File: config.mk
export PLATFORM = sky130hd
export DESIGN_NAME = instr_issue
export DESIGN_NICKNAME = d
export VERILOG_FILES = /design/src/rtl/instr_issue.sv
export SDC_FILE = /design/constraint.sdc
export NUM_CORES = 1
export LEC_CHECK = 0
export BUFFER_PORTS_ARGS = -buffer_cell sky130_fd_sc_hd__buf_2
export CAP_MARGIN = 20
export CORE_MARGIN = 8
export CORE_UTILIZATION = 50
export DETAILED_ROUTE_END_ITERATION = 8
export PLACE_DENSITY_LB_ADDON = 0.05
export SLEW_MARGIN = 20
export SYNTH_ARGS = -nofsm -noshare
export SYNTH_HDL_FRONTEND = slang
export SYNTH_SLANG_ARGS = --single-unit
File: constraint.sdc
create_clock -name clk -period 2.5 [get_ports clk]
set_input_delay 0.5 -clock clk [delete_from_list [all_inputs] [get_ports clk]]
set_output_delay 0.5 -clock clk [all_outputs]
set_load 0.01 [all_outputs]
File: src/rtl/instr_issue.sv
// Fetch/issue front end: PC, synchronous imem fetch, 2-entry issue queue, redirect and halt.
// Optional ISSUE_PERF_EN adds saturating issued/stall counters (perf_issued, perf_stall).
module instr_issue #(
    parameter int          AW      = 10,
    parameter int          DW      = 32,
    parameter logic [5:0]  HALT_OP = 6'b111111
) (
    input  logic          clk,
    input  logic          rst_n,
    output logic          imem_rd_en,
    output logic [AW-1:0] imem_addr,
    input  logic [DW-1:0] imem_rdata,
    input  logic          redirect_valid,
    input  logic [AW-1:0] redirect_pc,
    output logic          instr_valid,
    input  logic          instr_ready,
    output logic [DW-1:0] instr,
    output logic [5:0]    opcode,
    output logic [AW-1:0] instr_pc,
`ifdef ISSUE_PERF_EN
    output logic [15:0]   perf_issued,
    output logic [15:0]   perf_stall,
`endif
    output logic          halted
);

    logic [AW-1:0] pc_q, pc_d;
    logic          inflight_q;
    logic [AW-1:0] inflight_pc_q;
    logic          halt_pending_q, halt_pending_d;
    logic          halted_q;
    logic [1:0]    count_q, count_d;
    logic [DW-1:0] head_instr_q, head_instr_d, tail_instr_q, tail_instr_d;
    logic [AW-1:0] head_pc_q, head_pc_d, tail_pc_q, tail_pc_d;

    logic       pop, push, flush, halt_accept, fetch_room;
    logic [2:0] occ;

    assign instr_valid = (count_q != 2'd0);
    assign pop         = instr_valid & instr_ready;
    assign halt_accept = pop & (head_instr_q[DW-1 -: 6] == HALT_OP) & ~halted_q;
    // A halt leaving the queue takes priority over a redirect in the same cycle
    assign flush       = redirect_valid & ~halted_q & ~halt_accept;
    assign push        = inflight_q & ~flush & ~halt_pending_q & ~halted_q;

    assign occ        = {1'b0, count_q} + {2'b00, inflight_q};
    assign fetch_room = occ < (3'd2 + {2'b00, pop});
    assign imem_rd_en = rst_n & ~redirect_valid & ~halted_q & ~halt_pending_q & fetch_room;
    assign imem_addr  = pc_q;

    assign instr    = head_instr_q;
    assign opcode   = head_instr_q[DW-1 -: 6];
    assign instr_pc = head_pc_q;
    assign halted   = halted_q;

    always_comb begin
        pc_d = pc_q;
        if (flush)
            pc_d = redirect_pc;
        else if (imem_rd_en)
            pc_d = pc_q + 1'b1;
    end

    always_comb begin
        halt_pending_d = halt_pending_q;
        if (flush)
            halt_pending_d = 1'b0;
        else if (push && imem_rdata[DW-1 -: 6] == HALT_OP)
            halt_pending_d = 1'b1;
    end

    // Head registers are only overwritten by real data so they hold when the queue drains
    always_comb begin
        count_d      = count_q;
        head_instr_d = head_instr_q;
        head_pc_d    = head_pc_q;
        tail_instr_d = tail_instr_q;
        tail_pc_d    = tail_pc_q;
        if (flush) begin
            count_d = 2'd0;
        end else if (pop && push) begin
            if (count_q == 2'd2) begin
                head_instr_d = tail_instr_q;
                head_pc_d    = tail_pc_q;
                tail_instr_d = imem_rdata;
                tail_pc_d    = inflight_pc_q;
            end else begin
                head_instr_d = imem_rdata;
                head_pc_d    = inflight_pc_q;
            end
        end else if (pop) begin
            if (count_q == 2'd2) begin
                head_instr_d = tail_instr_q;
                head_pc_d    = tail_pc_q;
            end
            count_d = count_q - 2'd1;
        end else if (push) begin
            if (count_q == 2'd0) begin
                head_instr_d = imem_rdata;
                head_pc_d    = inflight_pc_q;
            end else begin
                tail_instr_d = imem_rdata;
                tail_pc_d    = inflight_pc_q;
            end
            count_d = count_q + 2'd1;
        end
    end

    always_ff @(posedge clk or negedge rst_n) begin
        if (!rst_n) begin
            pc_q           <= '0;
            inflight_q     <= 1'b0;
            inflight_pc_q  <= '0;
            halt_pending_q <= 1'b0;
            halted_q       <= 1'b0;
            count_q        <= 2'd0;
            head_instr_q   <= '0;
            head_pc_q      <= '0;
            tail_instr_q   <= '0;
            tail_pc_q      <= '0;
        end else begin
            pc_q           <= pc_d;
            inflight_q     <= imem_rd_en;
            inflight_pc_q  <= pc_q;
            halt_pending_q <= halt_pending_d;
            halted_q       <= halted_q | halt_accept;
            count_q        <= count_d;
            head_instr_q   <= head_instr_d;
            head_pc_q      <= head_pc_d;
            tail_instr_q   <= tail_instr_d;
            tail_pc_q      <= tail_pc_d;
        end
    end

`ifdef ISSUE_PERF_EN
    logic [15:0] perf_issued_q, perf_stall_q;

    always_ff @(posedge clk or negedge rst_n) begin
        if (!rst_n) begin
            perf_issued_q <= 16'h0000;
            perf_stall_q  <= 16'h0000;
        end else begin
            if (pop && perf_issued_q != 16'hFFFF)
                perf_issued_q <= perf_issued_q + 16'h0001;
            if (instr_valid && !instr_ready && perf_stall_q != 16'hFFFF)
                perf_stall_q <= perf_stall_q + 16'h0001;
        end
    end

    assign perf_issued = perf_issued_q;
    assign perf_stall  = perf_stall_q;
`endif

endmodule

# Word level (Yosys, flattened, before mapping)
# Index checks and enable logic that the tools add are counted.
[op_classes] n_addsub=5 order_cmp=1 n_eq_ne=8 mux=30 bitwise_logic=18 reduce_logical=13
[ops] operator="32-bit 2-to-1 mux" count=11
[ops] operator="10-bit 2-to-1 mux" count=13
[ops] operator="1-bit AND" count=12
[ops] operator="6-bit == test, second input constant" count=2
[ops] operator="10-bit by 1-bit adder with 10-bit output, second input constant" count=1
[ops] operator="3-bit nonzero test" count=3
[ops] operator="2-bit 2-to-1 mux" count=4
[ops] operator="2-bit nonzero test" count=4
[ops] operator="1-bit NOT" count=5
[ops] operator="5-bit AND reduction" count=1
[ops] operator="2-bit by 1-bit inequality test with 1-bit output, second input constant" count=2
[ops] operator="2-bit inequality test, second input constant" count=2
[ops] operator="4-bit AND reduction" count=1
[ops] operator="2-bit by 1-bit adder with 3-bit output" count=1
[ops] operator="2-bit by 1-bit adder with 3-bit output, first input constant" count=1
[ops] operator="3-bit less-than comparator" count=1
[ops] operator="3-bit by 1-bit inequality test with 1-bit output, second input constant" count=1
[ops] operator="2-bit by 1-bit adder with 2-bit output, second input constant" count=1
[ops] operator="2-bit == test, second input constant" count=1
[ops] operator="1-bit logical AND" count=2
[ops] operator="2-bit logical NOT" count=1
[ops] operator="1-bit 2-to-1 mux" count=2
[ops] operator="2-bit AND reduction" count=1
[ops] operator="2-bit by 1-bit subtractor with 2-bit output, second input constant" count=1
[ops] operator="1-bit bitwise OR" count=1
[word_totals] register_bits=109 input_bits=46

# Depth between registers and ports, before layout
[depth] word_depth=14 depth_mapped=9 ltp_nobuf=8

# Worst setup path after synthesis
# No wires, ideal clock.
[synth_timing] kind="register to output" start="reg inflight_q" end="out imem_rd_en" arrival_ns=1.562 required_ns=2.000 setup_slack_ns=0.438 path_stages_with_launch=7 cell_sequence="dfrtp_1 ha_1 ha_1 nand2b_1 nor4_2 nand2_1 inv_1"
[synth_between] elab_chain_len=3
[synth_lines] element="start: declaration" line_no="28" rtl="logic inflight_q;"
[synth_lines] element="start signal: assignment" line_no="123" rtl="inflight_q <= imem_rd_en;"
[synth_lines] element="2-bit by 1-bit adder with 3-bit output" line_no="46" rtl="assign occ = {1'b0, count_q} + {2'b00, inflight_q};"
[synth_lines] element="3-bit less-than comparator" line_no="47" rtl="assign fetch_room = occ < (3'd2 + {2'b00, pop});"
[synth_lines] element="1-bit AND" line_no="48" rtl="assign imem_rd_en = rst_n & ~redirect_valid & ~halted_q & ~halt_pending_q & fetch_room;"
[synth_lines] element="end: declaration" line_no="10" rtl="output logic imem_rd_en,"
# No other way between the ends.

# Worst setup path after layout
# Ends and elaborated chain as after synthesis.

==> results.py <==
metrics = {
    "status": {
        "status": "finished, final reports clean",
    },
    "synthesis": {
        "yosys-top-cells-area": "dfrtp_1 (51%), nand2_1 (9.7%), a222oi_1 (7.3%), mux2_2 (6.1%), a21oi_1 (4.2%)",
        "syn-mean-instance-area_um2": 9.94,
        "synth.top_cell.area_share_pct": 51.2,
        "syn_inst": 536,
        "syn-cell-area_um2": 5330,
        "synth.largest_area_cell": "dfrtp_1",
        "synth_edf_count": 0,
        "synth_flop_cell": "dfrtp_1",
        "ys_warn_count": 0,
        "synth-seq-cells": 109,
        "seq_area_frac_synth_pct": 51.2,
        "synthArstFlopShare_pct": 100,
        "yosys.cell_types.count": 50,
        "syn-num-nets": 585,
    },
    "setup_path": {
        "arrival_ns": 1.84,
        "reg2reg_to": "instr[7]$_DFFE_PN0P_",
        "crit_required_ns": 2.00,
        "worstSetupPathType": "reg2out",
        "r2r_setup_slack_ns": 0.38,
        "endpoint_kind": "output port",
        "path_max_fanout": 5,
        "cp-start-kind": "flip-flop",
        "r2r_start": "halted$_DFF_PN0_",
        "rr_worst_depth": 6,
    },
    "routing": {
        "wl_met1_um": 6060,
        "vias_per_cell": 5.76,
        "drtIter0Drc": 610,
        "dr_wl_met3_um": 725,
        "wl_um": 13400,
        "antenna_left": 0,
        "wl_per_cell_um": 17.5,
        "drtPass1Iterations": 7,
        "route.met2.wl_um": 6410,
        "num_vias": 4423,
        "highest_layer": "met4",
        "drc": 0,
    },
    "timing": {
        "fin_worst_skew_ns": 0.0136,
        "worst_pin_slew_ns": 0.592,
        "period_needed_ns": 2.34,
        "setup_viol": 0,
        "finalMaxSlewViolations": 0,
        "rsz0062_at_grt": "no",
        "fmax_mhz": 427,
        "min_period_over_period_pct": 93.8,
        "fin_setup_tns_ns": 0,
        "finalHoldViolations": 0,
        "maxSlewHeadroom_pct": 60.5,
    },
    "worst_hold_path": {
        "hp-class": "in2async",
    },
    "grt": {
        "track_usage_pct": 19.0,
        "grt_max_degree": 110,
        "antenna_found_initial": 0,
        "grt_pass1_vias": 4517,
        "grt_overflow_total": 0,
        "grt_pass1_wl_um": 22300,
    },
    "die": {
        "die_w_um": 119,
        "initial_core_util_pct": 51.6,
        "core_area_um2": 10300,
        "die_h_um": 119,
        "io_pins": 107,
        "fp.dieArea_um2": 14200,
        "core.rowCount": 37,
    },
    "clock_tree": {
        "cts_buffer_depth": 2,
        "tritoncts": "built",
        "postCtsHoldBufs": 0,
        "h-tree-depth": 3,
        "insertion_delay_ns": 0.38,
        "cts_sinks": 109,
        "cts.clk_slew.worst_paths_ns": 0.10,
        "cts_buffers": 9,
        "root_buffer": "clkbuf_8",
    },
    "power": {
        "p_leak_nw": 2.90,
        "power.density_nw_per_um2": 1100,
        "ir_drop_v": 0.000405,
    },
    "cells_and_area": {
        "final_cell_mix": "nand2_1 (136), dfrtp_1 (109), buf_2 (105), nor2_1 (48), a21oi_1 (44)",
        "nNetsFinal": 676,
        "areaGrowthSynthToFinish_pct": 16.0,
        "layout-drive-gt1-share_pct": 29.3,
        "final_common_cell": "nand2_1",
        "final_area_um2": 6180,
        "n_antenna_cell": 0,
    },
    "place": {
        "gp_congestion": 0.786,
        "hpwl_um": 8610,
        "portBuffers": 106,
        "placed_area_um2": 5960,
    },
    "run": {
        "drv_cap": 0,
    },
}
-- Yosys cell counts (3+ instances only) --
cell type / instances
nand2_1: 137
a31oi_1: 5
and3_1: 6
a222oi_1: 39
clkbuf_1: 12
nand2b_1: 3
dfrtp_1: 109
a21oi_1: 45
ha_1: 3
buf_6: 6
buf_2: 13
a22oi_1: 4
buf_4: 13
xor2_1: 5
nand3_1: 5
nand4_1: 3
mux2_1: 13
mux2_2: 29
o21ai_0: 5
nor2_1: 48
-- cells by family after synthesis --
group	Yosys count	share of synthesized area (%)
compound gates	111	15.3
flops	109	51.2
xor+xnor	7	1.15
buf+inv	46	5.31
simple gates	217	17.3
fa+ha+maj	3	0.705
mux	43	9.07
-- what timing repair did --
| item | in CTS | in global routing |
|---|---|---|
| pin swaps | 2 | 1 |
| resized for setup | 3 | 0 |
| setup endpoints to repair | 1 | 1 |
| setup buffers | 1 | 0 |
-- final cells by class --
type                    count  area [um^2]
clock buffers               9          124
flip-flops and latches    109         2730
inverters                   2         7.51
well taps                 136          170
repair buffers            124          706
multi-input cells         381         2370
fillers                   900         4140
clock inverters             7         75.1
-- report_power, final --
| part | internal (mW) | switching [mW] |
|---|---|---|
| clock | 0.469 | 0.627 |
| sequential | 2.59 | 0.625 |
| combinational | 1.16 | 1.32 |
-- state kept, by name, summed over array words and instances (netlist names) --
name	flops
instr	32
tail_instr_q	32
imem_addr	10
inflight_pc_q	10
instr_pc	10
tail_pc_q	10
count_q	2
halt_pending_q	1
halted	1
inflight_q	1
-- layer usage --
metal  GRT usage (%)  up-vias
li1                -     2098
met1            24.3     2176
met2            30.7      136
met3            3.97       13
met4            8.46        0
met5               0        -
-- worst max-delay path, cell delays in order, from the launching register on --
cell and delay [ns]:
dfrtp_1 0.41, ha_1 0.21, ha_1 0.17, nand2b_1 0.17
nor4_4 0.17, nand2_2 0.10, inv_2 0.10, buf_2 0.14
-- how the worst max path moves through the flow --
stage,slack (ns),cells after the start,endpoint,from
after floorplan,0.44,6,imem_rd_en,inflight_q$_DFF_PN0_
after global placement,0.42,7,imem_rd_en,inflight_q$_DFF_PN0_
after detailed placement,0.37,7,imem_rd_en,inflight_q$_DFF_PN0_
after CTS,0.02,7,imem_rd_en,inflight_q$_DFF_PN0_
after global routing,0.03,7,imem_rd_en,inflight_q$_DFF_PN0_
final,0.16,7,imem_rd_en,inflight_q$_DFF_PN0_
-- through the flow --
stage	power [mW]	cells	hold WS, ns	util, %	setup slack, ns
2_1_floorplan	4.76	536	0.204	-	0.438
3_3_place_gp	5.65	751	0.394	57.8	0.423
5_1_grt	7.29	768	0.282	59.9	0.0290
3_5_place_dp	5.74	751	0.402	57.8	0.374
4_1_cts	6.85	768	0.265	59.9	0.0181
6_report	6.79	768	0.225	59.9	0.156
Note: power is estimated with default switching activity, not from simulation.
